--- src/rtl/daq_pkg.sv ---
// Shared definitions for the acquisition scheduler: FSM state encoding and
// the fixed byte values that appear in the TX stream.
package daq_pkg;

   typedef enum logic [2:0] {
      IDLE   = 3'd0,
      HEADER = 3'd1,
      SELECT = 3'd2,
      REQ    = 3'd3,
      WAIT   = 3'd4,
      PUSH   = 3'd5
   } state_t;

   localparam logic [2:0] HEADER_TAG   = 3'b101;
   localparam logic [7:0] TIMEOUT_BYTE = 8'hFF;

endpackage

--- src/rtl/sample_scheduler_prescaler.sv ---
// Sample-period prescaler: one registered tick every pre+1 cycles while
// enabled, held at zero (no ticks) while disabled.
module prescaler
   import daq_pkg::*;
#(
   parameter int PRE_W = 10
) (
   input  logic             clk,
   input  logic             rst,
   input  logic             en,
   input  logic [PRE_W-1:0] pre,
   output logic             tick
);

   logic [PRE_W-1:0] cnt_r;
   logic             tick_r;

   // Counter and tick register; >= guards against pre shrinking mid-count.
   always_ff @(posedge clk or posedge rst) begin
      if (rst) begin
         cnt_r  <= '0;
         tick_r <= 1'b0;
      end else if (!en) begin
         cnt_r  <= '0;
         tick_r <= 1'b0;
      end else if (cnt_r >= pre) begin
         cnt_r  <= '0;
         tick_r <= 1'b1;
      end else begin
         cnt_r  <= cnt_r + PRE_W'(1);
         tick_r <= 1'b0;
      end
   end

   assign tick = tick_r;

endmodule

--- src/rtl/sample_scheduler.sv ---
// Frame scheduler: on each prescaler tick emits a header byte and then one
// byte per enabled acquisition module, lowest index first, into the TX FIFO.
module sample_scheduler
   import daq_pkg::*;
#(
   parameter int NMOD  = 5,
   parameter int PRE_W = 10,
   parameter int TMO   = 15
) (
   input  logic                clk,
   input  logic                rst,
   input  logic [NMOD-1:0]     activemods,
   input  logic [PRE_W-1:0]    pre,
   output logic [NMOD-1:0]     mod_req,
   input  logic [NMOD-1:0]     mod_ack,
   input  logic [8*NMOD-1:0]   mod_data,
   output logic [7:0]          tx_data,
   output logic                tx_push,
   input  logic                tx_full,
   output logic                overrun,
   output logic                busy
);

   localparam int IDX_W = (NMOD > 1) ? $clog2(NMOD) : 1;
   localparam int TMO_W = $clog2(TMO + 1);
   localparam int HDR_W = (NMOD < 5) ? NMOD : 5;
   localparam logic [TMO_W-1:0] TMO_LAST = TMO_W'(TMO - 1);

   state_t            state_r, state_s;
   logic [NMOD-1:0]   rem_r, rem_s;
   logic [IDX_W-1:0]  sel_r, sel_s;
   logic [7:0]        cap_r, cap_s;
   logic [TMO_W-1:0]  tmo_r, tmo_s;
   logic [NMOD-1:0]   mod_req_r, mod_req_s;
   logic [7:0]        tx_data_r, tx_data_s;
   logic              overrun_r, overrun_s;
   logic              busy_r;
   logic              push_s;
   logic              tick_s;
   logic [IDX_W-1:0]  pick_idx_s;
   logic              pick_found_s;
   logic [7:0]        hdr_s;

   prescaler #(.PRE_W(PRE_W)) u_prescaler (
      .clk  (clk),
      .rst  (rst),
      .en   (|activemods),
      .pre  (pre),
      .tick (tick_s)
   );

   // Lowest-index pick over the remaining mask, and the header byte.
   always_comb begin
      pick_found_s = |rem_r;
      pick_idx_s   = '0;
      for (int k = NMOD - 1; k >= 0; k--) begin
         pick_idx_s = rem_r[k] ? IDX_W'(k) : pick_idx_s;
      end
      hdr_s = {HEADER_TAG, 5'b00000};
      hdr_s[HDR_W-1:0] = activemods[HDR_W-1:0];
   end

   // Next-state and next-output logic.
   always_comb begin
      state_s   = state_r;
      rem_s     = rem_r;
      sel_s     = sel_r;
      cap_s     = cap_r;
      tmo_s     = tmo_r;
      mod_req_s = '0;
      tx_data_s = tx_data_r;
      push_s    = 1'b0;
      overrun_s = overrun_r | (tick_s & (state_r != IDLE));
      case (state_r)
         IDLE: begin
            if (tick_s) begin
               state_s   = HEADER;
               rem_s     = activemods;
               tx_data_s = hdr_s;
            end else begin
               state_s   = IDLE;
            end
         end
         HEADER: begin
            push_s = ~tx_full;
            if (!tx_full) begin
               state_s = SELECT;
            end else begin
               state_s = HEADER;
            end
         end
         SELECT: begin
            if (pick_found_s) begin
               state_s   = REQ;
               sel_s     = pick_idx_s;
               mod_req_s = NMOD'(1) << pick_idx_s;
            end else begin
               state_s   = IDLE;
            end
         end
         REQ: begin
            state_s = WAIT;
            tmo_s   = '0;
         end
         WAIT: begin
            // Only the addressed module's ack is honoured.
            if (mod_ack[sel_r]) begin
               cap_s     = mod_data[32'(sel_r) * 8 +: 8];
               tx_data_s = mod_data[32'(sel_r) * 8 +: 8];
               state_s   = PUSH;
            end else if (tmo_r == TMO_LAST) begin
               cap_s     = TIMEOUT_BYTE;
               tx_data_s = TIMEOUT_BYTE;
               state_s   = PUSH;
            end else begin
               tmo_s     = tmo_r + TMO_W'(1);
            end
         end
         PUSH: begin
            push_s = ~tx_full;
            if (!tx_full) begin
               rem_s[sel_r] = 1'b0;
               state_s      = SELECT;
            end else begin
               state_s      = PUSH;
            end
         end
         default: begin
            state_s = IDLE;
         end
      endcase
   end

   // State and output registers.
   always_ff @(posedge clk or posedge rst) begin
      if (rst) begin
         state_r   <= IDLE;
         rem_r     <= '0;
         sel_r     <= '0;
         cap_r     <= 8'h00;
         tmo_r     <= '0;
         mod_req_r <= '0;
         tx_data_r <= 8'h00;
         overrun_r <= 1'b0;
         busy_r    <= 1'b0;
      end else begin
         state_r   <= state_s;
         rem_r     <= rem_s;
         sel_r     <= sel_s;
         cap_r     <= cap_s;
         tmo_r     <= tmo_s;
         mod_req_r <= mod_req_s;
         tx_data_r <= tx_data_s;
         overrun_r <= overrun_s;
         busy_r    <= (state_s != IDLE);
      end
   end

   // The push strobe must see tx_full in the same cycle, so it stays combinational.
   assign tx_push = push_s;
   assign mod_req = mod_req_r;
   assign tx_data = tx_data_r;
   assign overrun = overrun_r;
   assign busy    = busy_r;

endmodule

--- config.mk ---
export PLATFORM = sky130hd
export DESIGN_NAME = sample_scheduler
export DESIGN_NICKNAME = d
export VERILOG_FILES = /design/src/rtl/daq_pkg.sv /design/src/rtl/sample_scheduler_prescaler.sv /design/src/rtl/sample_scheduler.sv
export SDC_FILE = /design/constraint.sdc
export NUM_CORES = 1
export LEC_CHECK = 0
export CAP_MARGIN = 15
export CELL_PAD_IN_SITES_DETAIL_PLACEMENT = 0
export CELL_PAD_IN_SITES_GLOBAL_PLACEMENT = 1
export CORE_MARGIN = 2
export CORE_UTILIZATION = 31
export CTS_CLUSTER_DIAMETER = 80
export DETAILED_ROUTE_END_ITERATION = 8
export GPL_ROUTABILITY_DRIVEN = 0
export GPL_TIMING_DRIVEN = 0
export HOLD_SLACK_MARGIN = 0.15
export PLACE_DENSITY = 0.84
export SLEW_MARGIN = 40
export SYNTH_ARGS = -nofsm -noshare
export SYNTH_HDL_FRONTEND = slang
export SYNTH_SLANG_ARGS = --single-unit
--- constraint.sdc ---
create_clock -name clk -period 2.1 [get_ports clk]
set_input_delay 0.42 -clock clk [delete_from_list [all_inputs] [get_ports clk]]
set_output_delay 0.42 -clock clk [all_outputs]
set_load 0.005 [all_outputs]
==> flow_summary.toml <==
[min_path]
holdPathStages = 1
min_from = "tx_data[4]$_DFFE_PP0P_"
hold_class = "reg -> reg"
holdPathEnd = "tx_data[4]$_DFFE_PP0P_"

[synthesis]
yosys-mux-area-fraction = 0.0638
syn_avg_cell_area_um2 = 8.86
synth_compound_area_frac = 0.187
yosys.cell_types.count = 45
syn_area_mm2 = 0.00251
synth_edf_count = 0
yosys.area_share.simple = 0.195
syn_inst = 283
yosysWarnings = 0
synth_top_family_by_area = "simple AND/OR/NAND/NOR gates"
ys_seq_area_frac = 0.409
synth_adder_area_share = 0.0648
syn_nets = 359
synthArstFlopShare = 1.00
synth_flop_cell = "dfrtp_1"
ys_seq_elements = 41
synth_xor_area_frac = 0.0279

[die]
row_count = 32
initial_core_util = 0.323
die_h_um = 94.0
coreArea_mm2 = 0.00777
die_w_um = 94.0
fp.dieArea_mm2 = 0.00883
num_io_pins = 79

[placed_design]
dpl.hpwl_mm = 5.21
portBuffers = 78
pre_cts_ws_ns = -0.553
placedCellCount = 463

[clock_tree]
clk_pin_slew_worst_paths_ns = 0.08
h-tree-depth = 2
cts_buffer_depth = 2
cts_tree = "done"
cts_buffers = 5
cts-root-buf = "clkbuf_8"
clkLatencyLatePin_ns = 0.29
cts_sinks = 41

[sta]
holdWs_ns = 0.524
post-route-min-period_ns = 2.03
hold_violations = 0
rsz0062_at_grt = "true"
final_max_slew_viol_count = 0
finalCritPeriodShare = 0.965
final.setup_skew_ns = 0.00681
max_freq_ghz = 0.494
tightest_slew_ns = 0.558
setup_violations = 0
fin_ws_ns = 0.0740
slew_headroom = 0.624

[drt]
vias = 2318
viasPerCell = 4.89
wire_per_inst_um = 14.1
wirelength_mm = 6.70
drt_iter0_markers = 77
dr.pass1.iters = 4
drt_drc_violations_left = 0
antenna_left = 0

[cells_and_area]
nFillCells = 770
final_common_cell = "clkdlybuf4s50_1"
area_growth_pct = 46.2
stdcell_count = 474
antenna_cells = 0
nets = 447
drive_above_1_share = 0.118
layout_common_cells = "clkdlybuf4s50_1, dfrtp_1, nand2_1, nor2_1"

[outcome]
status = "completed"

[worst_setup_path]
path_max_fanout = 5
critPathKind = "in -> reg"
cp.arrival_ns = 2.24
crit_required_ns = 2.32
rrSetupSlack_ns = 0.09
timing.rr.start = "u_prescaler.cnt_r[3]$_DFF_PP0_"
cp-end-kind = "register"
rr_endpoint = "u_prescaler.cnt_r[0]$_DFF_PP0_"
r2r_cells = 7
cp-start-kind = "input port"

[power_and_ir_drop]
ir_drop_uv = 526
power_density_mw_per_mm2 = 1090
leakagePower_nw = 1.64
power_mw = 4.01

[global_routing]
grt_start_max_net_pins = 42
gr-total-overflow = 0
antenna_found_initial = 0
grt_pass1_vias = 2287
grtUsageTotal = 0.156
grt_pass1_wl_mm = 11.0

[job]
maxCapViolCount = 0
-- through the flow --
stage	area, um^2	TNS [ns]	util
final	3670	0	0.472
after global placement	3420	-15.46	0.440
after global routing	3670	-0.0197	0.472
after floorplan	2510	0	-
after detailed placement	3420	-9.19	0.440
after CTS	3560	-0.00139	0.458
-- Yosys cell counts (all sizes together), types with 4 or more instances --
cell | instances | area [um^2]
mux2 | 5 | 60.1
inv | 20 | 75.1
nand2 | 34 | 128
nor2 | 27 | 101
clkbuf | 8 | 30.0
xnor2 | 6 | 52.6
mux2i | 10 | 100
dfrtp | 41 | 1030
nand2b | 4 | 25.0
a22oi | 4 | 30.0
nand3 | 4 | 20.0
buf | 5 | 27.5
a2bb2oi | 4 | 35.0
nor2b | 4 | 25.0
and2 | 4 | 25.0
a21oi | 18 | 90.1
a21o | 6 | 45.0
nor3b | 7 | 52.6
ha | 13 | 163
o22ai | 11 | 68.8
o21ai | 12 | 60.1
nor3 | 4 | 20.0
-- layout make-up --
type | instances | area, um^2 | area share
timing repair buffer | 83 | 826 | 0.225
clock buffer | 5 | 68.8 | 0.0188
clock inverter | 3 | 17.5 | 0.00478
buffer | 11 | 60.1 | 0.0164
tap | 102 | 128 | 0.0348
sequential | 41 | 1030 | 0.280
inverter | 20 | 77.6 | 0.0212
multi-input combinational | 209 | 1460 | 0.399
-- registers in the layout (all words and copies together) (netlist names) --
name and flops:
busy 1, mod_req 5, overrun 1, rem_r 5, sel_r 3, state_r 3
tmo_r 4, tx_data 8, u_prescaler.cnt_r 10, u_prescaler.tick 1
-- worst max path at each step --
stage / from / depth (start not counted) / end / slack (ns)
after floorplan: sel_r[0]$_DFFE_PP0N_ / 7 / tmo_r[3]$_DFFE_PP0P_ / 0.1
after global placement: pre[3] / 9 / u_prescaler.cnt_r[0]$_DFF_PP0_ / -0.52
after detailed placement: pre[3] / 9 / u_prescaler.cnt_r[0]$_DFF_PP0_ / -0.55
after CTS: pre[2] / 9 / u_prescaler.cnt_r[0]$_DFF_PP0_ / -0.001
after global routing: u_prescaler.cnt_r[0]$_DFF_PP0_ / 8 / u_prescaler.cnt_r[0]$_DFF_PP0_ / -0.01
final: pre[0] / 8 / u_prescaler.cnt_r[0]$_DFF_PP0_ / 0.07
-- cell families (layout without fill, tap and decap cells) --
group,after synthesis,count (layout)
AOI/OAI and AO/OA,72,72
adders and majority gates,13,13
buffers and inverters,33,122
and+or+nand+nor,101,101
DFF,41,41
muxes,15,15
xor gates and xnor gates,8,8
-- worst max-delay path, cell delays in order --
cell and delay (ns):
clkdlybuf4s50_1 0.41, ha_1 0.28, nand2b_1 0.13, a21oi_1 0.20, o21ai_2 0.08, a221o_1 0.40
clkbuf_8 0.17, nor3b_2 0.15
-- metal layers --
metal,global-route usage,part of all wire,vias to the layer above
met5,0,0,-
met4,0.0447,0.014,0
met3,0.0289,0.020,6
met2,0.258,0.50,30
met1,0.209,0.46,1112
li1,-,-,1170
-- where the power goes --
| part | leakage [nW] | total, mW | internal, mW | switching, mW |
|---|---|---|---|---|
| logic | 1.07 | 2.08 | 1.07 | 1.01 |
| registers | 0.522 | 1.42 | 1.09 | 0.328 |
| clock network | 0.0439 | 0.512 | 0.230 | 0.282 |
-- repair_timing --
item | CTS | global route
gates cloned | 1 | 0
hold buffers | 0 | 0
setup endpoints to repair | 21 | 22
setup buffers | 0 | 4
gates resized for setup | 12 | 18
pin swaps | 3 | 8
Note: power is estimated with default switching activity, not from simulation.
